==> src/rtl/ula_seq.sv <==
// Sequential signed ALU: single-cycle logic/arith/compare ops plus iterative
// shift-add MULT and restoring DIV, with start/done handshake and flags.
module ula_seq #(
  parameter int WIDTH = 28,
  parameter int OPW   = 4
) (
  input  logic             clock,
  input  logic             reset,
  input  logic             startULA,
  input  logic [OPW-1:0]   selectULA,
  input  logic [WIDTH-1:0] aULA,
  input  logic [WIDTH-1:0] bULA,
  output logic [WIDTH-1:0] outputULA,
  output logic             statusULA,
  output logic             overflowULA,
  output logic             errorULA,
  output logic             busyULA,
  output logic             doneULA,
  output logic [1:0]       fsm_state_o
);

  // Handshake: a request is taken on a rising edge with startULA=1 and
  // busyULA=0; doneULA pulses for one cycle when the result registers update.
  localparam logic [1:0] S_IDLE = 2'd0;
  localparam logic [1:0] S_ITER = 2'd1;
  localparam logic [1:0] S_FIN  = 2'd2;

  localparam logic [OPW-1:0] OP_ADD   = OPW'(0);
  localparam logic [OPW-1:0] OP_SUB   = OPW'(1);
  localparam logic [OPW-1:0] OP_COMP  = OPW'(2);
  localparam logic [OPW-1:0] OP_IGUAL = OPW'(3);
  localparam logic [OPW-1:0] OP_MAIOR = OPW'(4);
  localparam logic [OPW-1:0] OP_MENOR = OPW'(5);
  localparam logic [OPW-1:0] OP_AND   = OPW'(6);
  localparam logic [OPW-1:0] OP_OR    = OPW'(7);
  localparam logic [OPW-1:0] OP_MULT  = OPW'(8);
  localparam logic [OPW-1:0] OP_DIV   = OPW'(9);

  localparam int CW = $clog2(WIDTH + 1);
  localparam int PW = 2 * WIDTH + 1;
  localparam logic [WIDTH-1:0] MIN_VAL = {1'b1, {(WIDTH-1){1'b0}}};

  logic [1:0]       state_q, state_d;
  logic [CW-1:0]    cnt_q, cnt_d;
  logic [PW-1:0]    p_q, p_d;
  logic [WIDTH-1:0] mag_q, mag_d;
  logic             is_div_q, is_div_d;
  logic             neg_q, neg_d;
  logic [WIDTH-1:0] out_q, out_d;
  logic             status_q, status_d;
  logic             ovf_q, ovf_d;
  logic             err_q, err_d;
  logic             done_q, done_d;

  // Single-cycle datapath
  logic [WIDTH-1:0] sum, diff, negb, mag_a, mag_b;
  logic             a_msb, b_msb;
  logic [WIDTH-1:0] r_out;
  logic             r_status, r_ovf, r_err;

  assign a_msb = aULA[WIDTH-1];
  assign b_msb = bULA[WIDTH-1];
  assign sum   = aULA + bULA;
  assign diff  = bULA - aULA;
  assign negb  = -bULA;
  assign mag_a = a_msb ? -aULA : aULA;
  assign mag_b = b_msb ? -bULA : bULA;

  always_comb begin
    r_out    = '0;
    r_status = 1'b0;
    r_ovf    = 1'b0;
    r_err    = 1'b0;
    case (selectULA)
      OP_ADD: begin
        r_out = sum;
        r_ovf = (a_msb == b_msb) && (sum[WIDTH-1] != a_msb);
      end
      OP_SUB: begin
        r_out = diff;
        r_ovf = (b_msb != a_msb) && (diff[WIDTH-1] != b_msb);
      end
      OP_COMP: begin
        r_out = negb;
        r_ovf = (bULA == MIN_VAL);
      end
      OP_IGUAL: r_status = (aULA == bULA);
      OP_MAIOR: begin
        r_status = ($signed(aULA) > $signed(bULA));
        r_out    = r_status ? aULA : bULA;
      end
      OP_MENOR: begin
        r_status = ($signed(aULA) < $signed(bULA));
        r_out    = r_status ? aULA : bULA;
      end
      OP_AND:  r_out = aULA & bULA;
      OP_OR:   r_out = aULA | bULA;
      OP_MULT: r_out = '0;
      // Only reaches here as a single-cycle op when the divisor is zero
      OP_DIV: begin
        r_out = '1;
        r_err = 1'b1;
      end
      default: r_err = 1'b1;
    endcase
  end

  // Iteration step; p_q holds {hi/remainder (WIDTH+1), lo/quotient (WIDTH)}
  logic [WIDTH:0]   add_hi, r_sh, trial;
  logic [PW-1:0]    mul_step, div_step, p_step;

  assign add_hi   = p_q[PW-1:WIDTH] + (p_q[0] ? {1'b0, mag_q} : {(WIDTH+1){1'b0}});
  assign mul_step = {1'b0, add_hi, p_q[WIDTH-1:1]};
  assign r_sh     = {p_q[PW-2:WIDTH], p_q[WIDTH-1]};
  assign trial    = r_sh - {1'b0, mag_q};
  assign div_step = trial[WIDTH] ? {r_sh, p_q[WIDTH-2:0], 1'b0}
                                 : {trial, p_q[WIDTH-2:0], 1'b1};
  assign p_step   = is_div_q ? div_step : mul_step;

  // Sign correction applied on the final step
  logic [2*WIDTH-1:0] prod_s;
  logic [WIDTH-1:0]   quo, quo_s;
  logic               mul_ovf, div_ovf;

  assign prod_s  = neg_q ? -p_step[2*WIDTH-1:0] : p_step[2*WIDTH-1:0];
  assign mul_ovf = !((&prod_s[2*WIDTH-1:WIDTH-1]) || !(|prod_s[2*WIDTH-1:WIDTH-1]));
  assign quo     = p_step[WIDTH-1:0];
  assign quo_s   = neg_q ? -quo : quo;
  assign div_ovf = !neg_q && quo[WIDTH-1];

  always_comb begin
    state_d  = state_q;
    cnt_d    = cnt_q;
    p_d      = p_q;
    mag_d    = mag_q;
    is_div_d = is_div_q;
    neg_d    = neg_q;
    out_d    = out_q;
    status_d = status_q;
    ovf_d    = ovf_q;
    err_d    = err_q;
    done_d   = 1'b0;
    case (state_q)
      S_IDLE: begin
        if (startULA) begin
          if ((selectULA == OP_MULT) || ((selectULA == OP_DIV) && (aULA != '0))) begin
            is_div_d = (selectULA == OP_DIV);
            neg_d    = a_msb ^ b_msb;
            mag_d    = mag_a;
            p_d      = {{(WIDTH+1){1'b0}}, mag_b};
            cnt_d    = CW'(WIDTH);
            state_d  = S_ITER;
          end else begin
            out_d    = r_out;
            status_d = r_status;
            ovf_d    = r_ovf;
            err_d    = r_err;
            done_d   = 1'b1;
          end
        end
      end
      S_ITER: begin
        p_d   = p_step;
        cnt_d = cnt_q - 1'b1;
        if (cnt_q == CW'(2)) state_d = S_FIN;
      end
      S_FIN: begin
        // Last of the WIDTH steps happens here, merged with sign correction
        p_d      = p_step;
        cnt_d    = '0;
        out_d    = is_div_q ? quo_s : prod_s[WIDTH-1:0];
        ovf_d    = is_div_q ? div_ovf : mul_ovf;
        status_d = 1'b0;
        err_d    = 1'b0;
        done_d   = 1'b1;
        state_d  = S_IDLE;
      end
      default: state_d = S_IDLE;
    endcase
  end

  always_ff @(posedge clock) begin
    if (reset) begin
      state_q  <= S_IDLE;
      cnt_q    <= '0;
      p_q      <= '0;
      mag_q    <= '0;
      is_div_q <= 1'b0;
      neg_q    <= 1'b0;
      out_q    <= '0;
      status_q <= 1'b0;
      ovf_q    <= 1'b0;
      err_q    <= 1'b0;
      done_q   <= 1'b0;
    end else begin
      state_q  <= state_d;
      cnt_q    <= cnt_d;
      p_q      <= p_d;
      mag_q    <= mag_d;
      is_div_q <= is_div_d;
      neg_q    <= neg_d;
      out_q    <= out_d;
      status_q <= status_d;
      ovf_q    <= ovf_d;
      err_q    <= err_d;
      done_q   <= done_d;
    end
  end

  assign outputULA   = out_q;
  assign statusULA   = status_q;
  assign overflowULA = ovf_q;
  assign errorULA    = err_q;
  assign busyULA     = (state_q != S_IDLE);
  assign doneULA     = done_q;
  assign fsm_state_o = state_q;

endmodule

==> config.mk <==
export PLATFORM = sky130hd
export DESIGN_NAME = ula_seq
export DESIGN_NICKNAME = d
export VERILOG_FILES = /design/src/rtl/ula_seq.sv
export SDC_FILE = /design/constraint.sdc
export NUM_CORES = 1
export LEC_CHECK = 0
export BUFFER_PORTS_ARGS = -buffer_cell sky130_fd_sc_hd__clkbuf_2
export CAP_MARGIN = 25
export CORE_ASPECT_RATIO = 2
export CORE_MARGIN = 1.5
export CORE_UTILIZATION = 45
export DETAILED_ROUTE_END_ITERATION = 6
export PLACE_DENSITY_LB_ADDON = 0.2
export SLEW_MARGIN = 20
export SYNTH_ARGS = -nofsm -noshare
export SYNTH_HDL_FRONTEND = slang
export SYNTH_SLANG_ARGS = --single-unit
==> constraint.sdc <==
create_clock -name clock -period 12.6 [get_ports clock]
set_input_delay 0.63 -clock clock [delete_from_list [all_inputs] [get_ports clock]]
set_output_delay 0.63 -clock clock [all_outputs]
set_load 0.005 [all_outputs]
---- After elaboration in Yosys (flattened, before gate mapping) ----
Cells that the tools add are included.
word-level totals
  bits in registers ....................... 126
  logic and storage cells ................. 112
  input bits .............................. 63
cells by class
  magnitude comparators ................... 2
  bitwise operators ....................... 3
  add/subtract/negate cells ............... 9
  muxes and demuxes ....................... 40
  reduce and logical (&&, ||, !) cells .... 25
  eq/ne operators ......................... 22
operators by type and width
  cell                                                  number
  two-way mux 28 bit                                    9
  two-way mux 57 bit                                    4
  case mux 28 bit (8 select lines)                      1
  case mux 57 bit (2 select lines)                      1
  negator 28 bit                                        3
  two-way mux 56 bit                                    1
  negator 56 bit                                        1
  case mux 28 bit (2 select lines)                      1
  adder 29 x 28 -> 29 bit                               1
  AND reduction 29 bit                                  1
  OR reduction 29 bit                                   1
  subtractor 29 x 28 -> 29 bit                          1
  adder 28 bit                                          1
  bitwise AND 28 bit                                    1
  equality test 28 bit                                  1
  equality test 28 bit (second input constant)          1
  > comparator 28 bit                                   1
  < comparator 28 bit                                   1
  bitwise OR 28 bit                                     1
  nonzero test 28 bit                                   1
  subtractor 28 bit                                     1
  equality test 4 x 3 -> 1 bit (second input constant)  4
  case mux 5 bit (3 select lines)                       1
  AND reduction 3 bit                                   5
  other kinds (26)                                      57

---- Depth between registers and ports, before layout ----
  depth after elaboration ................. 11
  mapped depth ............................ 32
  mapped depth without buffers ............ 30

---- Worst setup path before layout ----
Ideal clock, no wire load.
  kind .................................... flip-flop to flip-flop
  start ................................... reg mag_q[8]
  end ..................................... reg ovf_q (netlist: overflowULA)
  arrival ................................. 6,167 ps
  slack ................................... 6,307 ps
  library setup time ...................... 126 ps
  cell stages (with the launch flop) ...... 33
  required time ........................... 12,474 ps
  path buffers ............................ 3
  path through ............................ dfxtp_1 > inv_1 > ha_1 > clkbuf_1 > a21oi_1 > o221ai_1 > or2_1 > o211ai_1 > a311oi_1 > o41ai_1 > nor2b_1 > o21ai_0 > nand2b_1 > ha_1 > buf_2 > inv_1 > nor2_1 > clkbuf_1 > a21oi_1 > ha_1 > o211ai_2 > nor3_1 > nand2_1 > a211oi_1 > nand4_1 > nor3_2 > or4b_1 > a211oi_1 > o211ai_1 > and4bb_1 > a41oi_1 > o31ai_1 > a21oi_2
on the way
  longest elaborated chain between the ends .. 11
  elaborated cells between the ends (all ways) .. 14
  classes of those cells .................. add/sub (3); mux (6); reduce/logical (5)
ends and longest elaborated chain
  element                                                                    line      text
  start: declaration                                                         46        logic [WIDTH-1:0] mag_q, mag_d;
  start signal: assignment                                                   199       mag_q <= mag_d;
  subtractor 29 x 28 -> 29 bit / two-way mux 28 bit (equally long branches)  115, 112
  two-way mux 57 bit / adder 29 x 28 -> 29 bit (equally long branches)       116, 112
  two-way mux 57 bit *                                                       118       assign p_step = is_div_q ? div_step : mul_step;
  negator 56 bit                                                             125       assign prod_s = neg_q ? -p_step[2*WIDTH-1:0] : p_step[2*WIDTH-1:0];
  two-way mux 56 bit *                                                       125
  OR reduction 29 bit                                                        126       assign mul_ovf = !((&prod_s[2*WIDTH-1:WIDTH-1]) || !(|prod_s[2*WIDTH-1:WIDTH-1]));
  zero test 1 bit                                                            126
  logical OR 1 bit *                                                         126
  zero test 1 bit *                                                          126
  two-way mux 1 bit *                                                        172       ovf_d = is_div_q ? div_ovf : mul_ovf;
  case mux 1 bit (2 select lines) *                                          143       case (state_q)
  end signal: assignment                                                     204       ovf_q <= ovf_d;
  end: declaration                                                           51        logic ovf_q, ovf_d;
Every way passes the cells marked *; elsewhere a longest branch is shown, timed or not.
A chain may end at the register's enable or synchronous reset.

---- Final worst setup path ----
Ends and elaborated chain as after synthesis.

==> impl_results.md <==
* Status: finished, final reports clean
* Layout fillers at between 4000 and 5000
* Cell taking the most area after synthesis: dfxtp_1
* Clk pwr share at 0.337
* Startpoint Class: flop
* Netlist cell types at 98
* Max H-tree Level at 4
* Number of inserted diodes at 0
* Vias per Instance at 6.58
* Internal power at ~0.00095 W
* GPL Wtd Cong at ~0.97
* Register area at around 0.0025 mm²
* Fmax at 115 MHz
* Global-route wire length before repair at 115 mm
* # rows at 103
* Post-CTS Setup Bufs at 0
* Area of the multi-input gates at ~0.014 mm²
* Post-synth top cells: nor2_1 (314), a21oi_1 (206), ha_1 (178)
* Tcrit/Tclk final at 0.691
* Initial core utilization at 0.455
* Final period demand of the worst path at between 8 and 9 ns
* Syn Area/Cell at just over 7 µm²
* Fin nets at about 2800
* Ys Warns at 0
* Worst Path Arrival at ~9 ns
* Sw frac at 0.402
* Crit path max fanout at 39
* Final setup viols at 0
* CTS tree: built
* CP Data Required Time at 12.94 ns
* Endpoint class of the critical path: flop
* Clk root buf: clkbuf_16
* Drt wl/cell at between 20 and 25 µm
* Power Density at about 80 mW/mm²
* P_sw at around 0.00064 W
* CTS hold repair buffers at 0
* RSZ-0062 raised after global routing: no
* Hold crit path type: flop to flop
* Comb power frac at 0.393
* Core area at just under 0.04 mm²
* Cell mode on critical path: ha_1
* Util after Layout at 0.493
* Routed Antenna Nets at 0
* Post-DP HPWL at between 50 and 60 mm
* Relative slew slack at 0.316
* Max-cap violations at 0
* Seq/Total Area, Yosys at 0.141
* GR Overflow Total at 0
* Drt total wl at 76.2 mm
* Fin. max-slew vios at 0
* Worst-Skew Late Latency at about 0.46 ns
* Chip Height at ~290 µm
* Top post-synthesis cells by area: dfxtp_1 (14%), ha_1 (12%), nor2_1 (6.6%)
* Share of power burned in registers at 0.270
* P&R area growth vs syn at 8.23%
* IO Count at 98
* Chip width at between 100 and 150 µm
* Overall Power at between 0.0015 and 0.002 W
* Synthesized instance count at roughly 2500
* Top_reg_cell synth: dfxtp_1
* Async SR Flop Fraction at 0
* Vias at 20200
* Crit-path max cell delay at 0.72 ns
* Worst-path clk slew at 0.07 ns
* Vias in the first global route at between 20000 and 25000
* Setup TNS Final at 0 ns
* Tightest Pin Transition at between 1 and 1.5 ns
* Setup Skew at 0.0205 ns
* Max Root-Sink Buffers at 2
* Final hold viol count at 0
* Die area at just over 0.04 mm²
* Top-count cell post-synth: nor2_1
* Number of synthesized register bits at 126
* Critical-path top delay cell: inv_1
* Synth Cell Area at approximately 0.018 mm²
* IO buf count at just under 100
* EDFF count, synth at 0
* DRC Markers at 0
* Layout cell share with drive strength beyond 1 at 0.0886
* Mapped Nets at about 2800
* Worst vdd ir at roughly 0.11 mV
* Post_cts resized at 0
* Clock sink total at 126
* Largest net degree at the start of global routing at 70
* Crit path kind: flop to flop
* Initial antenna violation count at 0
* Total GRT Usage at 0.369
* Iteration-0 DRC Markers at approximately 1500
* Yosys top cell area share at 0.141
* CTS Buf Count at 17
* LEAKAGE at 8.00 nW
* DR pass1 iterations at 6
-- through the flow --
stage                     hold WS (ns)  worst slack (ns)  cell area, µm²  instances
final                            0.480              3.90           19400       3075
after CTS                        0.483              4.18           19400       3075
after global placement           0.463              4.32           18800       3042
after detailed placement         0.475              4.21           18800       3043
after global routing             0.499              3.43           19400       3075
after floorplan                  0.448              6.31           17900       2540
-- placed cells by master (no fill, tap or decap), drive strengths merged, types with 38 or more instances in the layout --
master,Yosys,layout
nor2,314,314
o21ai,167,167
a211oi,80,80
dfxtp,126,126
nand3,60,60
and2,38,38
inv,153,153
mux2i,68,68
nor3,96,96
ha,178,178
nand2,158,158
clkbuf,127,118
a21oi,208,208
xnor2,105,105
-- sequential cells by signal (all words and copies together), names as in the netlist --
signal and flops:
fsm_state_o 2, is_div_q 1, errorULA 1, p_q 57, doneULA 1, neg_q 1
outputULA 28, overflowULA 1, cnt_q 5, mag_q 28, statusULA 1
-- worst paths after layout --
kind	cells after the start	slack, ns	start	endpoint
max reg2reg	31	3.90	mag_q[8]	overflowULA
min	2	0.48	statusULA	statusULA
max	31	3.90	mag_q[8]	overflowULA
min reg2reg	2	0.48	statusULA	statusULA
-- worst max-delay path, delay by kind of cell (launching register included) --
| family | cells | cell delay [ns] |
|---|---|---|
| buf+inv | 4 | 1.28 |
| fa+ha+maj | 3 | 0.92 |
| compound gates | 12 | 3.52 |
| simple gates | 11 | 2.44 |
| flops | 1 | 0.35 |
| xor+xnor | 1 | 0.08 |
-- final cells by class --
| class | instances | share of cell area |
|---|---|---|
| clock buffer | 22 | 0.0240 |
| clock inverter | 10 | 0.00710 |
| inverter | 155 | 0.0300 |
| multi-input combinational | 2108 | 0.737 |
| sequential | 126 | 0.130 |
| tap | 525 | 0.0339 |
| timing repair buffer | 129 | 0.0378 |
-- power by group through the flow --
| stage | clock network, W | registers, W | logic (W) |
|---|---|---|---|
| final | 0.000538 | 0.000431 | 0.000626 |
| after detailed placement | 0 | 0.000439 | 0.000608 |
| after global placement | 0 | 0.000439 | 0.000603 |
| after global routing | 0.000553 | 0.000432 | 0.000669 |
| after CTS | 0.000541 | 0.000430 | 0.000611 |
| after floorplan | 0 | 0.000435 | 0.000416 |
-- cells by family after synthesis --
logic type                 synth area share
and+or+nand+nor                       0.245
xor gates and xnor gates             0.0675
adders and majority gates             0.129
AOI/OAI and AO/OA                     0.308
DFF                                   0.141
buffers and inverters                0.0650
muxes                                0.0441
-- layer usage --
metal	global-route usage	wire, µm	vias to the layer above
met4	0.352	8140	0
met2	0.662	39000	952
li1	-	-	9340
met5	0	0	-
met3	0.0442	3940	409
met1	0.353	25200	9526
No activity file was read; power rests on OpenSTA's default activity.
